[src/rtl/twiddle_addr_gen.sv]
// Quarter-wave twiddle address generator: phase accumulator folded onto one
// cos table, with negate/zero flags delayed to line up with ROM read data.
module twiddle_addr_gen #(
    parameter int unsigned MAX_LOG2_N  = 15,
    parameter int unsigned LOG2N_W     = 4,
    parameter int unsigned ROM_LATENCY = 2,
    parameter int unsigned ADDR_W      = MAX_LOG2_N - 2
) (
    input  logic                  clk_fft,
    input  logic                  reset_n,
    input  logic                  start,
    input  logic                  en,
    input  logic [LOG2N_W-1:0]    log2_n,
    input  logic [MAX_LOG2_N-1:0] step,
    output logic [ADDR_W-1:0]     rom_add_cos,
    output logic [ADDR_W-1:0]     rom_add_sin,
    output logic                  addr_valid,
    output logic [MAX_LOG2_N-1:0] count,
    output logic                  busy,
    output logic                  tw_valid,
    output logic                  tw_last,
    output logic                  cos_neg,
    output logic                  cos_zero,
    output logic                  sin_neg,
    output logic                  sin_zero
);

    localparam int unsigned LW = $clog2(MAX_LOG2_N + 1);
    localparam int unsigned PW = ROM_LATENCY * 6;
    localparam logic [MAX_LOG2_N-1:0] ONE_N = 1;
    localparam logic [MAX_LOG2_N-1:0] ALL1  = '1;

    localparam logic [0:0] ST_IDLE = 1'b0;
    localparam logic [0:0] ST_RUN  = 1'b1;

    logic [0:0]            state;
    logic [LW-1:0]         len_q;
    logic [MAX_LOG2_N-1:0] step_q;
    logic [MAX_LOG2_N-1:0] phase;
    logic [MAX_LOG2_N-1:0] n_q;

    logic                  restart, accept, frame_end;
    logic [LW-1:0]         len_in, len_sel, shamt;
    logic [MAX_LOG2_N-1:0] step_sel, inc, p_cur, n_cur, n_last;
    logic [1:0]            quad;
    logic [ADDR_W-1:0]     r, r_c;
    logic                  r_zero;
    logic [ADDR_W-1:0]     cos_a, sin_a;
    logic                  c_neg, c_zero, s_neg, s_zero;

    logic                  last1, cn1, cz1, sn1, sz1;
    logic [PW-1:0]         pipe;

    always_comb begin
        if (32'(log2_n) < 32'd4)
            len_in = LW'(4);
        else if (32'(log2_n) > MAX_LOG2_N)
            len_in = LW'(MAX_LOG2_N);
        else
            len_in = LW'(log2_n);
    end

    assign restart  = en & start;
    assign accept   = en & (start | (state == ST_RUN));
    assign len_sel  = restart ? len_in : len_q;
    assign step_sel = restart ? step : step_q;
    assign shamt    = LW'(MAX_LOG2_N) - len_sel;
    assign inc      = step_sel << shamt;
    assign p_cur    = restart ? '0 : phase;
    assign n_cur    = restart ? '0 : n_q;
    assign n_last   = ~(ALL1 << len_sel);
    assign frame_end = (n_cur == n_last);

    assign quad   = p_cur[MAX_LOG2_N-1 -: 2];
    assign r      = p_cur[ADDR_W-1:0];
    assign r_c    = '0 - r;
    assign r_zero = (r == '0);

    // Q-r wraps to address 0 when r=0; that point is the exact zero, so the
    // zero flag is raised and the negate flag suppressed.
    always_comb begin
        cos_a  = r;
        sin_a  = r_c;
        c_neg  = 1'b0;
        c_zero = 1'b0;
        s_neg  = 1'b0;
        s_zero = r_zero;
        case (quad)
            2'd1: begin
                cos_a  = r_c;  c_neg = ~r_zero; c_zero = r_zero;
                sin_a  = r;    s_neg = 1'b0;    s_zero = 1'b0;
            end
            2'd2: begin
                cos_a  = r;    c_neg = 1'b1;    c_zero = 1'b0;
                sin_a  = r_c;  s_neg = ~r_zero; s_zero = r_zero;
            end
            2'd3: begin
                cos_a  = r_c;  c_neg = 1'b0;    c_zero = r_zero;
                sin_a  = r;    s_neg = 1'b1;    s_zero = 1'b0;
            end
            default: ;
        endcase
    end

    always_ff @(posedge clk_fft or negedge reset_n) begin
        if (!reset_n) begin
            state  <= ST_IDLE;
            len_q  <= '0;
            step_q <= '0;
            phase  <= '0;
            n_q    <= '0;
        end else if (accept) begin
            state <= frame_end ? ST_IDLE : ST_RUN;
            phase <= p_cur + inc;
            n_q   <= n_cur + ONE_N;
            if (restart) begin
                len_q  <= len_in;
                step_q <= step;
            end
        end
    end

    always_ff @(posedge clk_fft or negedge reset_n) begin
        if (!reset_n) begin
            addr_valid  <= 1'b0;
            rom_add_cos <= '0;
            rom_add_sin <= '0;
            count       <= '0;
            last1       <= 1'b0;
            cn1         <= 1'b0;
            cz1         <= 1'b0;
            sn1         <= 1'b0;
            sz1         <= 1'b0;
        end else begin
            addr_valid <= accept;
            last1      <= accept & frame_end;
            if (accept) begin
                rom_add_cos <= cos_a;
                rom_add_sin <= sin_a;
                count       <= n_cur;
                cn1         <= c_neg;
                cz1         <= c_zero;
                sn1         <= s_neg;
                sz1         <= s_zero;
            end
        end
    end

    // Free-running shift so flags track ROM data even while en is low.
    always_ff @(posedge clk_fft or negedge reset_n) begin
        if (!reset_n)
            pipe <= '0;
        else
            pipe <= PW'({pipe, addr_valid, last1, cn1, cz1, sn1, sz1});
    end

    assign {tw_valid, tw_last, cos_neg, cos_zero, sin_neg, sin_zero} = pipe[PW-1 -: 6];
    assign busy = (state == ST_RUN);

endmodule

[config.mk]
export PLATFORM = sky130hd
export DESIGN_NAME = twiddle_addr_gen
export DESIGN_NICKNAME = d
export VERILOG_FILES = /design/src/rtl/twiddle_addr_gen.sv
export SDC_FILE = /design/constraint.sdc
export NUM_CORES = 1
export LEC_CHECK = 0
export CELL_PAD_IN_SITES_DETAIL_PLACEMENT = 0
export CELL_PAD_IN_SITES_GLOBAL_PLACEMENT = 2
export CORE_AREA = 8 8 121 168
export DETAILED_ROUTE_END_ITERATION = 10
export DIE_AREA = 0 0 129 176
export GPL_TIMING_DRIVEN = 0
export PLACE_DENSITY = 0.82
export SYNTH_ARGS = -nofsm -noshare
export SYNTH_HDL_FRONTEND = slang
export SYNTH_SLANG_ARGS = --single-unit
[constraint.sdc]
create_clock -name clk_fft -period 5.6 [get_ports clk_fft]
set_input_delay 1.12 -clock clk_fft [delete_from_list [all_inputs] [get_ports clk_fft]]
set_output_delay 1.12 -clock clk_fft [all_outputs]
set_load 0.02 [all_outputs]
==> results of run 1 <==
[synth_stat cells (9+ instances only)]
cell type | number | area [um2]
nand4_1 | 9 | 56.30
a211oi_1 | 13 | 97.59
ha_1 | 19 | 237.7
nand3_1 | 15 | 75.07
and2_1 | 18 | 112.6
clkbuf_1 | 35 | 131.4
mux2i_1 | 16 | 160.2
o21ai_0 | 46 | 230.2
nor2_1 | 73 | 274.0
xnor2_1 | 14 | 122.6
nand2_1 | 142 | 533.0
dfrtp_1 | 108 | 2703
a21oi_1 | 49 | 245.2
xor2_1 | 22 | 192.7
inv_1 | 17 | 63.81
[placed cells by master (no fill, tap or decap), types with 8 or more instances in the layout]
master	synthesis	routed
o31ai_1	8	8
clkdlybuf4s50_1	0	69
inv_1	17	17
mux2i_1	16	16
nand3_1	15	15
dfrtp_1	108	108
clkbuf_1	35	31
ha_1	19	19
and2_1	18	18
o21ai_0	46	45
clkbuf_16	0	9
nand2_1	142	142
xnor2_1	14	14
nand4_1	9	9
xor2_1	22	22
or3_1	8	8
a211oi_1	13	13
a21oi_1	49	49
nor2_1	73	73
[through the flow]
stage               cell area, um2  setup TNS (ns)  utilization, %  hold WS [ns]  total power [W]
CTS                           7772               0           43.72        0.3534         0.003131
global placement              7455          -99.16           41.93        0.3316         0.002433
global route                  7776        -0.01054           43.74        0.3662         0.003304
detailed placement            7472          -7.516           42.03        0.3358         0.002455
finish                        7776               0           43.74        0.3506         0.003109
floorplan                     6454               0               -        0.3312         0.001944
[state kept, by name, summed over array words and instances (netlist names), named ones only]
name and cells:
count 15, n_q 15, phase 15, rom_add_cos 13, step_q 13, pipe 12, rom_add_sin 12, len_q 4
addr_valid 1, busy 1, cn1 1, cz1 1, last1 1, sn1 1, sz1 1
[power by group]
part,total [W],internal [W],switching (W)
Combinational,0.00134,0.000556,0.000788
Sequential,0.00109,0.000947,0.000142
Clock,0.000676,0.000353,0.000323
[area by class of cell]
type,instances,area (um2),share of cell area (%)
Tap cell,240,300.3,3.862
Buffer,49,214.0,2.751
Sequential cell,108,2703,34.75
Inverter,20,75.07,0.9654
Clock buffer,10,229.0,2.944
Timing Repair Buffer,71,718.2,9.236
Clock inverter,6,71.32,0.9171
Multi-Input combinational cell,569,3466,44.57
[logic make-up (layout without fill, tap and decap cells)]
family,count (synthesis),in the layout,synth area share (%)
muxes,23,23,4.401
xor gates and xnor gates,36,36,4.886
buffers and inverters,71,156,4.498
DFF,108,108,41.88
adders and majority gates,20,20,3.994
and+or+nand+nor,305,305,21.04
AOI/OAI and AO/OA,185,185,19.31
[path summary, 6_finish.rpt]
| path | startpoint | endpoint | cells after the start |
|---|---|---|---|
| worst max-delay path | en | phase[13] | 16 |
| min in group asynchronous | reset_n | count[3] | 1 |
| worst max register to register | len_q[0] | phase[13] | 16 |
| max in group asynchronous | reset_n | rom_add_cos[9] | 2 |
| worst min register to register | pipe[4] | pipe[10] | 0 |
| worst min-delay path | pipe[4] | pipe[10] | 0 |
[routing by layer]
metal  wire length, um  share of wire (%)
met5                 0                  0
met4               472                2.2
met3               840                4.0
met2             10610                 50
met1              9212                 44
[what timing repair did]
item	4_1_cts	5_1_grt
gates resized for setup	3	6
endpoints found under the setup margin	9	3
gates cloned	0	0
==> run metrics, run 1 <==
ys flop type dfrtp_1; final wirelength 21130 um; post-CTS setup buffer count 0; flop and latch count out of synthesis 108; vias per cell 5.443; Least-Margin Pin Slew 0.9237 ns; synthesized area per cell 8.628 um2; M1 GR Usage 23.55%; worst-path fanout max 10; placed insts 1059; Port-buffer cells 70; fin. max-slew vios 0; Worst IR Drop VDD 0.1635 mV; sequential-to-total area share from yosys stat 41.88%; Sink Count 108; routability cong. 0.9024; crit-path leading delay family compound AO/OA/AOI/OAI gates; DRT Pass-1 Iters 6; synth unique cells 74; htree depth 3; cell count after synthesis 748; EDFF count, synth 0; share of cells above drive strength 1 6.963%; most used routing layer met2; R2R Setup Slk 1.24 ns; CP startpoint kind input pin; Clock Tree Root clkbuf_16; status finished, final reports clean; residual DRC count 0; gr usage total 19.16%; CP Data Required Time 5.82 ns; worst relative slew slack 38.42%; Via Count 5840; initial antenna violation count 0; final hold vios 0; Post-Syn Nets 791; met2 Use GR 33.58%; critical path's slowest cell clkdlybuf4s50_1; Initial DRC Count 438; synthesized cell area 6454 um2; TritonCTS Buffers 9; Fmax achieved 191.8 MHz; crit share post-route 93.10%; met3 GRT Util 2.053%; Worst Setup Slack, final 0.3864 ns; WL per Instance 19.69 um; RSZ-0062 raised after global routing yes; Power Density 399.8 nW/um2; Std-Cell Rows 58; fillers 1803; worst skew pair latency 0.37 ns; # IOs 72; Final ANT Viol Nets 0; area grow syn2layout 20.49%; Setup WS pre-CTS -1.055 ns; Buffers & Inverters on Critical Path 2; ant diodes 0; crit path DAT 5.44 ns; HP Class reg2reg; CTS tree yes; grt total ovfl 0; DPL Wire Length 15890 um; largest net degree at the start of global routing 66; crit end category flip-flop; Top cell by count, worst path a21oi_1; CTS max path bufs 2; initial core utilization 36.30%; DIE AREA 22700 um2; Post-Layout Cell Count 1073; Die X 129 um; Min Clock Period, post-route 5.214 ns; Reg clk slew, reported paths 0.08 ns; vias in the first global route 5837; endpoints failing setup 0; Max Cap Viol 0; cell leakage power 3.351 nW; hold_buf cts 0; Core Region 17780 um2; CP Cell Sequence clkdlybuf4s50_1 -> buf_4 -> o2111ai_1 -> o221ai_1 -> a22oi_1 -> a222oi_1 -> nor2_1 -> ha_1 -> a21o_1 -> a21oi_1 -> nand2b_1 -> a21oi_1 -> o21bai_1 -> o311a_1 -> mux2i_1 -> o311ai_1; Synth async-reset ratio 100.0%; first-pass GRT wire length 33470 um; Clock Skew 0.01378 ns; die height 176 um; # nets final 871; synth warn 0; Worst Setup Path Type in2reg; Slowest Stage Delay on Critical Path 0.56 ns
Note: power is estimated with default switching activity, not from simulation.
==> run 2, diff against run 1 <==
CORE_AREA = 8 8 124 172   (was 8 8 121 168)
DIE_AREA = 0 0 132 180   (was 0 0 129 176)
PLACE_DENSITY = 0.78   (was 0.82)
==> run metrics, run 2 (synthesis results as in run 1) <==
worst skew pair latency 0.35 ns; Power Density 395.4 nW/um2; WHS 0.3521 ns; Fmax achieved 190.9 MHz; Area after DPL 7490 um2; critical path's slowest cell clkdlybuf4s50_1; gr usage total 18.30%; HP Class reg2reg; grt total ovfl 0; largest registers count (15), n_q (15), phase (15); largest net degree at the start of global routing 58; CP Data Required Time 5.87 ns; initial core utilization 34.25%; RSZ-0062 raised after global routing no; CP Cell Sequence clkdlybuf4s50_1 -> buf_2 -> nand2_2 -> a21oi_1 -> buf_2 -> mux4_2 -> a21oi_1 -> nor2_1 -> ha_1 -> o21ai_0 -> a21boi_1 -> o21ai_1 -> o211a_1 -> o21ai_0 -> o2111ai_1 -> o211ai_1; Die X 132 um; Clock Skew 0.01277 ns; status finished, final reports clean; DPL Wire Length 16410 um; fin. max-slew vios 0; Slowest Stage Delay on Critical Path 0.47 ns; highest-count cells in the layout ignoring fill and taps nand2_1 (142), dfrtp_1 (108), nor2_1 (73), clkdlybuf4s50_1 (69), a21oi_1 (49); initial antenna violation count 0; CP startpoint kind input pin; final wirelength 21390 um; Port-buffer cells 70; post-CTS setup buffer count 0; share of cells above drive strength 1 6.963%; Least-Margin Pin Slew 0.8126 ns; Worst IR Drop VDD 0.1642 mV; Reg clk slew, reported paths 0.08 ns; DRT Pass-1 Iters 5; HP Start pipe[0]; final hold vios 0; met2 routed WL 10810 um; CTS max path bufs 2; met1 WL 9364 um; CTS tree yes; crit share post-route 93.56%; hold depth 0; htree depth 3; Core Region 18840 um2; RR Startpoint len_q[0]; Worst Setup Path Type in2reg; WL met3 655 um; final instance area 7775 um2; worst-path fanout max 16; ant diodes 0; # IOs 72; TritonCTS Buffers 9; Worst Setup Slack, final 0.3604 ns; Clock Tree Root clkbuf_16; cell leakage power 3.338 nW; worst relative slew slack 45.83%; hold_buf cts 0; Min Clock Period, post-route 5.240 ns; crit end category flip-flop; DIE AREA 23760 um2; area grow syn2layout 20.47%; die height 180 um; first-pass GRT wire length 34450 um; vias in the first global route 5902; Sink Count 108; most common cell after layout, fill and taps aside nand2_1; crit path DAT 5.51 ns; Via Count 5833; residual DRC count 0; Setup WS pre-CTS -1.154 ns; vias per cell 5.396; routability cong. 0.8815; R2R depth 16; endpoints failing setup 0; launch point of the worst path start; setup TNS 0 ns; Initial DRC Count 466; Max Cap Viol 0; WL per Instance 19.79 um; # nets final 871; top sig layer met4; Std-Cell Rows 60; Final ANT Viol Nets 0
## run 2: area by class of cell
class,instances,area [um2]
clock inverters,6,57.56
well taps,248,310.3
flip-flops and latches,108,2703
repair buffers,71,725.7
fillers,1913,11070
multi-input cells,569,3461
plain buffers,49,214.0
clock buffers,10,229.0
inverters,20,75.07
## run 2: final timing paths
path	slack [ns]	to
hold / removal	0.35	pipe[6]
setup reg to reg	1.30	phase[14]
hold reg to reg	0.35	pipe[6]
max in group asynchronous	4.03	sn1
setup / recovery	0.36	phase[14]
min in group asynchronous	0.85	count[3]
## run 2: per-layer routing
metal	vias up	GRT usage, %
met5	-	0
met4	0	5.901
met3	24	2.623
met2	133	31.79
met1	2896	22.73
li1	2780	-
## run 2: what timing repair did
action	CTS	global route
cloned	0	0
setup endpoints to repair	9	3
pin swaps	0	0
gates resized for setup	2	7
## run 2: worst max-delay path: cells and delay by family
family,cells,cell delay [ns]
AO/OA/AOI/OAI,9,2.23
AND/OR/NAND/NOR,2,0.38
adder cells (fa/ha/maj),1,0.36
buffers and inverters,3,0.97
multiplexers,1,0.43
## run 2: through the flow
step           std cells  power [W]  utilization, %
4_1_cts             1081   0.003107           41.24
6_report            1081   0.003074           41.26
5_1_grt             1081   0.003293           41.26
2_1_floorplan        748   0.001944               -
3_3_place_gp        1066   0.002434           39.61
3_5_place_dp        1067   0.002457           39.75
## run 2: power by group
group,internal [W],switching [W]
Sequential,0.000947,0.000144
Clock,0.000312,0.000328
Combinational,0.000557,0.000786
